File: src/rtl/vga_pixel_fetch.sv
// Prefetches display words from the ZBT frame buffer and answers VGA pixel-pair requests.
// Define VGA_FETCH_UNDERFLOW_COUNT_EN to add the saturating underflow_count output.
//   state | meaning
//   RUN   | fetch engine keeps the FIFO topped up from the display bank
//   FLUSH | frame restart: drain outstanding reads, discard their data
module vga_pixel_fetch #(
  parameter int WORDS_PER_FRAME = 153600,
  parameter int DEPTH           = 4,
  parameter int ADDR_W          = 19,
  parameter int READ_LATENCY    = 2
) (
  input  logic              clock,
  input  logic              reset,
  input  logic              vga_flag,
  input  logic              vga_active,
  input  logic              vga_frame_start,
  input  logic              frame_flag,
  output logic [35:0]       vga_pixel,
  output logic              done_vga,
  output logic              mem_req,
  output logic [ADDR_W-1:0] mem_addr,
  input  logic              mem_ack,
  input  logic              mem_rvalid,
  input  logic [35:0]       mem_rdata,
  output logic              underflow,
`ifdef VGA_FETCH_UNDERFLOW_COUNT_EN
  output logic [15:0]       underflow_count,
`endif
  output logic              display_bank
);
  localparam int PW = $clog2(DEPTH);
  localparam int CW = $clog2(DEPTH + 1);
  localparam int RW = ADDR_W - 1;

  typedef enum logic {RUN, FLUSH} state_t;

  state_t        state, state_n;
  logic [35:0]   fifo_mem [DEPTH];
  logic [PW-1:0] wr_ptr, rd_ptr;
  logic [CW-1:0] fifo_cnt, fifo_cnt_n, outstanding, outstanding_n;
  logic [RW-1:0] rd_addr, rd_addr_n;
  logic          swap_pending, swap_pending_n, display_bank_n, mem_req_n, vga_flag_d;
  logic          req, ack_fire, rv_fire, discard, push, pop, empty_hit, wrap;

  if (READ_LATENCY < 1 || READ_LATENCY > DEPTH || DEPTH < 2 || (DEPTH & (DEPTH - 1)) != 0)
  begin : g_bad_param
    $error("vga_pixel_fetch: DEPTH must be a power of 2 >= 2 and READ_LATENCY in 1..DEPTH");
  end

  assign req       = vga_flag & ~vga_flag_d;
  assign ack_fire  = mem_req & mem_ack;
  // Returns with nothing outstanding are stale reads from before a reset.
  assign rv_fire   = mem_rvalid & (outstanding != '0);
  assign discard   = (state == FLUSH) | vga_frame_start;
  assign push      = rv_fire & ~discard;
  assign pop       = req & vga_active & ~discard & (fifo_cnt != '0);
  assign empty_hit = req & vga_active & ~discard & (fifo_cnt == '0);
  assign wrap      = (rd_addr == RW'(WORDS_PER_FRAME - 1));

  always_comb begin
    state_n        = state;
    outstanding_n  = outstanding + CW'(ack_fire) - CW'(rv_fire);
    fifo_cnt_n     = fifo_cnt + CW'(push) - CW'(pop);
    rd_addr_n      = rd_addr;
    display_bank_n = display_bank;
    swap_pending_n = swap_pending | frame_flag;

    if (vga_frame_start) begin
      state_n = FLUSH;
    end else if (state == FLUSH && outstanding == '0) begin
      state_n = RUN;
    end

    if (vga_frame_start) begin
      fifo_cnt_n = '0;
      rd_addr_n  = '0;
    end else if (ack_fire) begin
      rd_addr_n = wrap ? '0 : rd_addr + RW'(1);
    end

    if ((vga_frame_start | (ack_fire & wrap)) & (swap_pending | frame_flag)) begin
      display_bank_n = ~display_bank;
      swap_pending_n = 1'b0;
    end

    // Credit counts both buffered words and reads still in flight so a return never overflows.
    mem_req_n = (state_n == RUN) &&
                (({1'b0, fifo_cnt_n} + {1'b0, outstanding_n}) < (CW + 1)'(DEPTH));
  end

  always_ff @(posedge clock) begin
    if (reset) begin
      state        <= RUN;
      fifo_cnt     <= '0;
      outstanding  <= '0;
      rd_addr      <= '0;
      swap_pending <= 1'b0;
      display_bank <= 1'b0;
      mem_req      <= 1'b0;
      mem_addr     <= '0;
      wr_ptr       <= '0;
      rd_ptr       <= '0;
      vga_flag_d   <= 1'b0;
      vga_pixel    <= '0;
      done_vga     <= 1'b0;
      underflow    <= 1'b0;
    end else begin
      state        <= state_n;
      fifo_cnt     <= fifo_cnt_n;
      outstanding  <= outstanding_n;
      rd_addr      <= rd_addr_n;
      swap_pending <= swap_pending_n;
      display_bank <= display_bank_n;
      mem_req      <= mem_req_n;
      mem_addr     <= {display_bank_n, rd_addr_n};
      vga_flag_d   <= vga_flag;
      done_vga     <= req;
      underflow    <= underflow | empty_hit;
      if (req) begin
        vga_pixel <= pop ? fifo_mem[rd_ptr] : '0;
      end
      if (vga_frame_start) begin
        wr_ptr <= '0;
        rd_ptr <= '0;
      end else begin
        if (push) wr_ptr <= wr_ptr + PW'(1);
        if (pop)  rd_ptr <= rd_ptr + PW'(1);
      end
    end
  end

  always_ff @(posedge clock) begin
    if (push) begin
      fifo_mem[wr_ptr] <= mem_rdata;
    end
  end

`ifdef VGA_FETCH_UNDERFLOW_COUNT_EN
  always_ff @(posedge clock) begin
    if (reset || vga_frame_start) begin
      underflow_count <= '0;
    end else if (empty_hit && underflow_count != 16'hFFFF) begin
      underflow_count <= underflow_count + 16'd1;
    end
  end
`endif

endmodule

File: config.mk
export PLATFORM = sky130hd
export DESIGN_NAME = vga_pixel_fetch
export DESIGN_NICKNAME = d
export VERILOG_FILES = /design/src/rtl/vga_pixel_fetch.sv
export SDC_FILE = /design/constraint.sdc
export NUM_CORES = 1
export LEC_CHECK = 0
export CORE_MARGIN = 2
export CORE_UTILIZATION = 55
export CTS_CLUSTER_SIZE = 30
export DETAILED_ROUTE_END_ITERATION = 10
export PLACE_DENSITY_LB_ADDON = 0.15
export SKIP_CTS_REPAIR_TIMING = 1
export SYNTH_ARGS = -nofsm -noshare
export SYNTH_HDL_FRONTEND = slang
export SYNTH_SLANG_ARGS = --single-unit
File: constraint.sdc
create_clock -name clock -period 4.4 [get_ports clock]
set_input_delay 1.1 -clock clock [delete_from_list [all_inputs] [get_ports clock]]
set_output_delay 1.1 -clock clock [all_outputs]
set_load 0.005 [all_outputs]
Yosys cells after proc, flatten, opt, wreduce, memory -nomap -nowiden. Memory sizes are Yosys's and may differ from the RTL's. A register that Yosys moved wholly into a read port is not among the register bits. Index checks and enable logic that the tools add are counted.

Register bits after elaboration: 90. RAM bits: 144. Output and inout bits: 59. Word-level logic and storage cells: 63. Memories: 1.

Add/sub/neg operators: 8. Order comparisons: 1. Equal/unequal tests: 1. Mux-type cells: 12. Bitwise logic cells: 18. Reduce and logical (&&, ||, !) cells: 8.

Memories: fifo_mem (words 4, bits a word 36, read ports 1, clocked after Yosys merged registers in 1, write ports 1, line 38) `logic [35:0] fifo_mem [DEPTH];`.

Operators with widths (number): $mux 18 (3); $mux 36 (1); $add 18x1->18 const B (1); $eq 18x18->1 const B (1); $and 1x1->1 (10); $add 3x1->3 (2); $logic_not 3->1 (2); $reduce_bool 3->1 (2); $sub 3x1->3 (2); $mux 1 (5); $add 2x1->2 const B (2); $add 3x3->4 (1); $lt 4x3->1 const B (1); $mux 2 (2); $not 1->1 (4); $or 1x1->1 (4); $reduce_or 2->1 (2); $mux 3 (1); $logic_and 1x1->1 (2).

Longest topological paths before layout.
Word-level depth: 10. Depth in mapped cells: 16. Depth with buffers taken out: 14.

Worst setup path before layout. OpenSTA, ideal clock, no wires.

Kind: input to register. From: in vga_frame_start. To: reg mem_req. Setup time: 0.070 ns. Data arrival time: 3.722 ns. Setup slack: 0.608 ns. Stages on the path: 16. Buffers on the path: 3. Cell sequence: buf_2 > nor4b_2 > and3b_1 > clkbuf_1 > buf_2 > ha_1 > inv_1 > ha_1 > fa_1 > xnor2_1 > xnor2_1 > nor2_1 > ha_1 > nor3_1 > nand3_1 > a21oi_1.

Longest elaborated chain between the ends: 9. Elaborated cells between the ends (all ways): 13. Classes of those cells: 3 x add/sub; 1 x order compare; 2 x mux; 6 x bitwise; 1 x reduce/logical.

Ends and longest elaborated chain: from (decl) (line 16) `input logic vga_frame_start,`; $or 1x1->1 (line 54) `assign discard = (state == FLUSH) | vga_frame_start;`; $not 1->1 (line 56) `assign pop = req & vga_active & ~discard & (fifo_cnt != '0);`; $and 1x1->1 (2 in series) (line 56); net pop (line 43) `logic req, ack_fire, rv_fire, discard, push, pop, empty_hit, wrap;`; $sub 3x1->3 (line 63) `fifo_cnt_n = fifo_cnt + CW'(push) - CW'(pop);`; $mux 3 (line 74) `if (vga_frame_start) begin`; net fifo_cnt_n[2] (line 40) `logic [CW-1:0] fifo_cnt, fifo_cnt_n, outstanding, outstanding_n;`; $add 3x3->4 (line 88) `(({1'b0, fifo_cnt_n} + {1'b0, outstanding_n}) < (CW + 1)'(DEPTH));`; $lt 4x3->1 (line 88); $logic_and 1x1->1 (line 87) `mem_req_n = (state_n == RUN) &&`; to (signal assigned) (line 114) `mem_req <= mem_req_n;`; to (decl) (line 20) `output logic mem_req,`.

The timed path passes the listed nets, and every way through them passes these cells. A chain may end at the register's enable or synchronous reset.

Worst setup path in the final report.
From: in vga_frame_start. To: reg mem_req.

Longest elaborated chain between the ends: 9. Elaborated cells between the ends (all ways): 13. Classes of those cells: 3 x add/sub; 1 x order compare; 2 x mux; 6 x bitwise; 1 x reduce/logical.

Ends and longest elaborated chain (line): $or 1x1->1 (54); $not 1->1 (55, 56); $and 1x1->1 (on tied branches) (55, 56); $add 3x1->3 or $and 1x1->1 (tied branches) (63, 56); $sub 3x1->3 (63); $mux 3 (*) (74); net fifo_cnt_n[2] (40); $add 3x3->4 (*) (88); $lt 4x3->1 (*) (88); $logic_and 1x1->1 (*) (87).

Mark *: on every way through the listed nets, which the timed path passes. The rest lies on a longest branch.

==> reports/qor.yml <==
logic_synthesis:
  yosysWarningCount: 0
  synth.area.top_cells: "edfxtp_1, dfxtp_1, mux4_2"
  avgSynthCellArea_um2: 16.1
  ys_seq_area_share_pct: 70.6
  yosysUniqueCellTypes: 46
  synth_top_area_share_pct: 52.8
  syn-instance-count: 510
  synth_edf_count: 144
  synthFlopType: "edfxtp_1"
  syn_area_mm2: 0.00819
  yosys_register_bits: 217
  yosysMostFrequentCell: "edfxtp_1"
  ys_async_sr_fraction_pct: 0
  synth_nets: 567
  synth_area_leader_cell: "edfxtp_1"
  synthTopCellsByCount: "edfxtp_1, dfxtp_1, nor2_1"
sta:
  holdWs_ns: 0.459
  hold_violations: 0
  fin_crit_sh_pct: 81.8
  fmax_ghz: 0.278
  grt_setup_unrepaired: "no"
  period_minus_slack_ns: 3.60
  slew_violations: 0
  final.setup.tns_ns: 0
  setup_viol: 0
  relSlewSlack_pct: 30.4
  worst_slew_pin_slew_ns: 1.04
  setup_ws_ns: 0.802
  skew_ns: 0.0110
pwr:
  vdd_ir_drop_max_mv: 0.354
  design_power_total_mw: 4.48
  p_leak_nw: 3.29
  p_per_area_mw_per_mm2: 442
floorplanning:
  coreArea_mm2: 0.0145
  fp.dieArea_mm2: 0.0159
  dieWidth_um: 126
  num_io_pins: 103
  die_h_um: 126
  initial_utilization_pct: 56.3
  row_count: 44
global_route:
  overflow: 0
  grt_max_degree: 50
  grt_use_total_pct: 20.1
  antenna_found_initial: 0
  grt_pass1_vias: 4752
  grt_pass1_wl_um: 25200
finish:
  nFillCells: 985
  drive_gt1_share_pct: 15.6
  syn2layout_area_growth_pct: 23.8
  antenna_cells: 0
  regArea_mm2: 0.00579
  multi_input_area_mm2: 0.00224
  finalNetCount: 676
  stdcell_area_mm2: 0.0101
setup_path:
  start_kind: "input pin"
  cp_top_family: "adder cells"
  cp_slowest_cell: "clkdlybuf4s50_1"
  critPathCaptureType: "flop"
  path_cells: "clkdlybuf4s50_1 > buf_4 > nor2_1 > and3_1 > inv_1 > ha_1 > inv_1 > ha_1 > fa_1 > xnor2_1 > xnor2_1 > nor2_1 > ha_1 > nor3_1 > nand3_1 > a21oi_1"
  worstPathMaxFanout: 9
  cp_num_cells: 16
  crit_type: "in -> reg"
  cp_num_buf_inv: 4
  crit_path_max_incr_delay_ns: 0.44
  ff2ff_path_depth: 14
  arrival_ns: 4.03
  critical_path_required_ns: 4.83
  path_common_cell: "ha_1"
clock_network:
  cts_buffer_depth: 3
  cts_buffers: 22
  cts_tree: "done"
  clk_latency_ns: 0.50
  htree_levels: 1
  clockRootBuffer: "clkbuf_16"
  clkSinkCount: 217
  path_clk_slew_ns: 0.06
worst_hold_path:
  holdCritPathClass: "reg -> reg"
  min_path_cells: 1
detailed_routing:
  drtIter0Drc: 273
  drc: 0
  viasPerCell: 5.73
  wl_um: 15800
  ant_nets: 0
  wl_per_cell_um: 19.3
  dr_total_vias: 4689
  drtPass1Iterations: 4
placed_design:
  dp_hpwl_um: 9340
  io_buffer_count: 102
  place_area_mm2: 0.00941
  place_congestion: 0.839
  place_ws_ns: 0.310
run_status:
  status: "complete, no violations"
run:
  drv_cap: 0
-- sequential cells by signal, indices dropped and copies added (netlist names), named ones only --
register	count
done_vga	1
fifo_cnt	3
fifo_mem	144
mem_addr	19
mem_req	1
outstanding	3
rd_ptr	2
state	1
swap_pending	1
underflow	1
vga_flag_d	1
vga_pixel	36
wr_ptr	2
-- per-layer routing --
metal	up-vias	global-route usage, %	share of wire [%]
met5	-	0	0
met4	0	5.17	1.3
met3	17	3.57	5.6
met2	128	34.4	51
met1	2388	27.0	42
li1	2156	-	-
-- layout by cell type, fill, tap and decap left out, types with 2 or more instances in the layout --
cell type        instances
nor2b_1                  7
bufinv_16                3
a31o_2                   2
and2_1                   4
clkdlybuf4s50_1        101
clkbuf_16               23
ha_1                    11
dfxtp_1                 71
clkbuf_1                 7
mux2i_1                  2
nand2_1                  8
buf_4                   11
inv_1                   11
nand4_1                  8
fa_1                     2
or2_2                    2
nor4_1                   6
mux4_2                  36
a22oi_1                 36
edfxtp_1               144
xnor2_1                 16
a21oi_1                  5
nand3_1                  7
dfxtp_2                  2
and3_1                   2
and2_2                   4
nor2_1                  64
nor3_1                   6
clkinv_2                 6
or3_1                    2
xor2_1                   4
nor3b_1                  2
-- path summary, 6_finish.rpt --
kind | slack (ns) | end | from
setup / recovery | 0.80 | mem_req | vga_frame_start
hold / removal | 0.46 | done_vga | vga_flag_d
setup reg to reg | 1.48 | mem_req | outstanding[1]
hold reg to reg | 0.46 | done_vga | vga_flag_d
-- kinds of logic after synthesis --
logic type,synth area share (%)
AOI/OAI and AO/OA,4.57
xor gates and xnor gates,2.14
adders and majority gates,2.17
buffers and inverters,2.05
DFF,70.6
muxes,10.1
and+or+nand+nor,8.28
-- power by group --
| group | total (mW) | internal (mW) | switching, mW |
|---|---|---|---|
| clock network | 1.89 | 1.15 | 0.737 |
| registers | 2.26 | 2.24 | 0.0241 |
| logic | 0.334 | 0.163 | 0.171 |
-- metrics by stage --
step | utilization, % | std cells
6_report | 69.8 | 819
5_1_grt | 69.8 | 819
4_1_cts | 69.8 | 819
3_5_place_dp | 64.7 | 779
3_3_place_gp | 64.7 | 779
2_1_floorplan | - | 510
-- cell type report --
type / instances / share of cell area (%)
Clock buffer: 31 / 6.07
Tap cell: 184 / 2.27
Multi-Input combinational cell: 253 / 22.1
Timing Repair Buffer: 113 / 10.8
Clock inverter: 9 / 1.18
Inverter: 12 / 0.444
Sequential cell: 217 / 57.1
-- worst register-to-register path, cell delays in order (launching register included) --
cell	delay, ns
dfxtp_1	0.31
or3_1	0.42
and3_1	0.22
inv_1	0.06
ha_1	0.12
inv_1	0.04
ha_1	0.18
fa_1	0.38
xnor2_1	0.20
xnor2_1	0.17
nor2_1	0.07
ha_1	0.29
nor3_1	0.17
nand3_1	0.09
a21oi_1	0.13
Power figures use the tool's default switching activity.
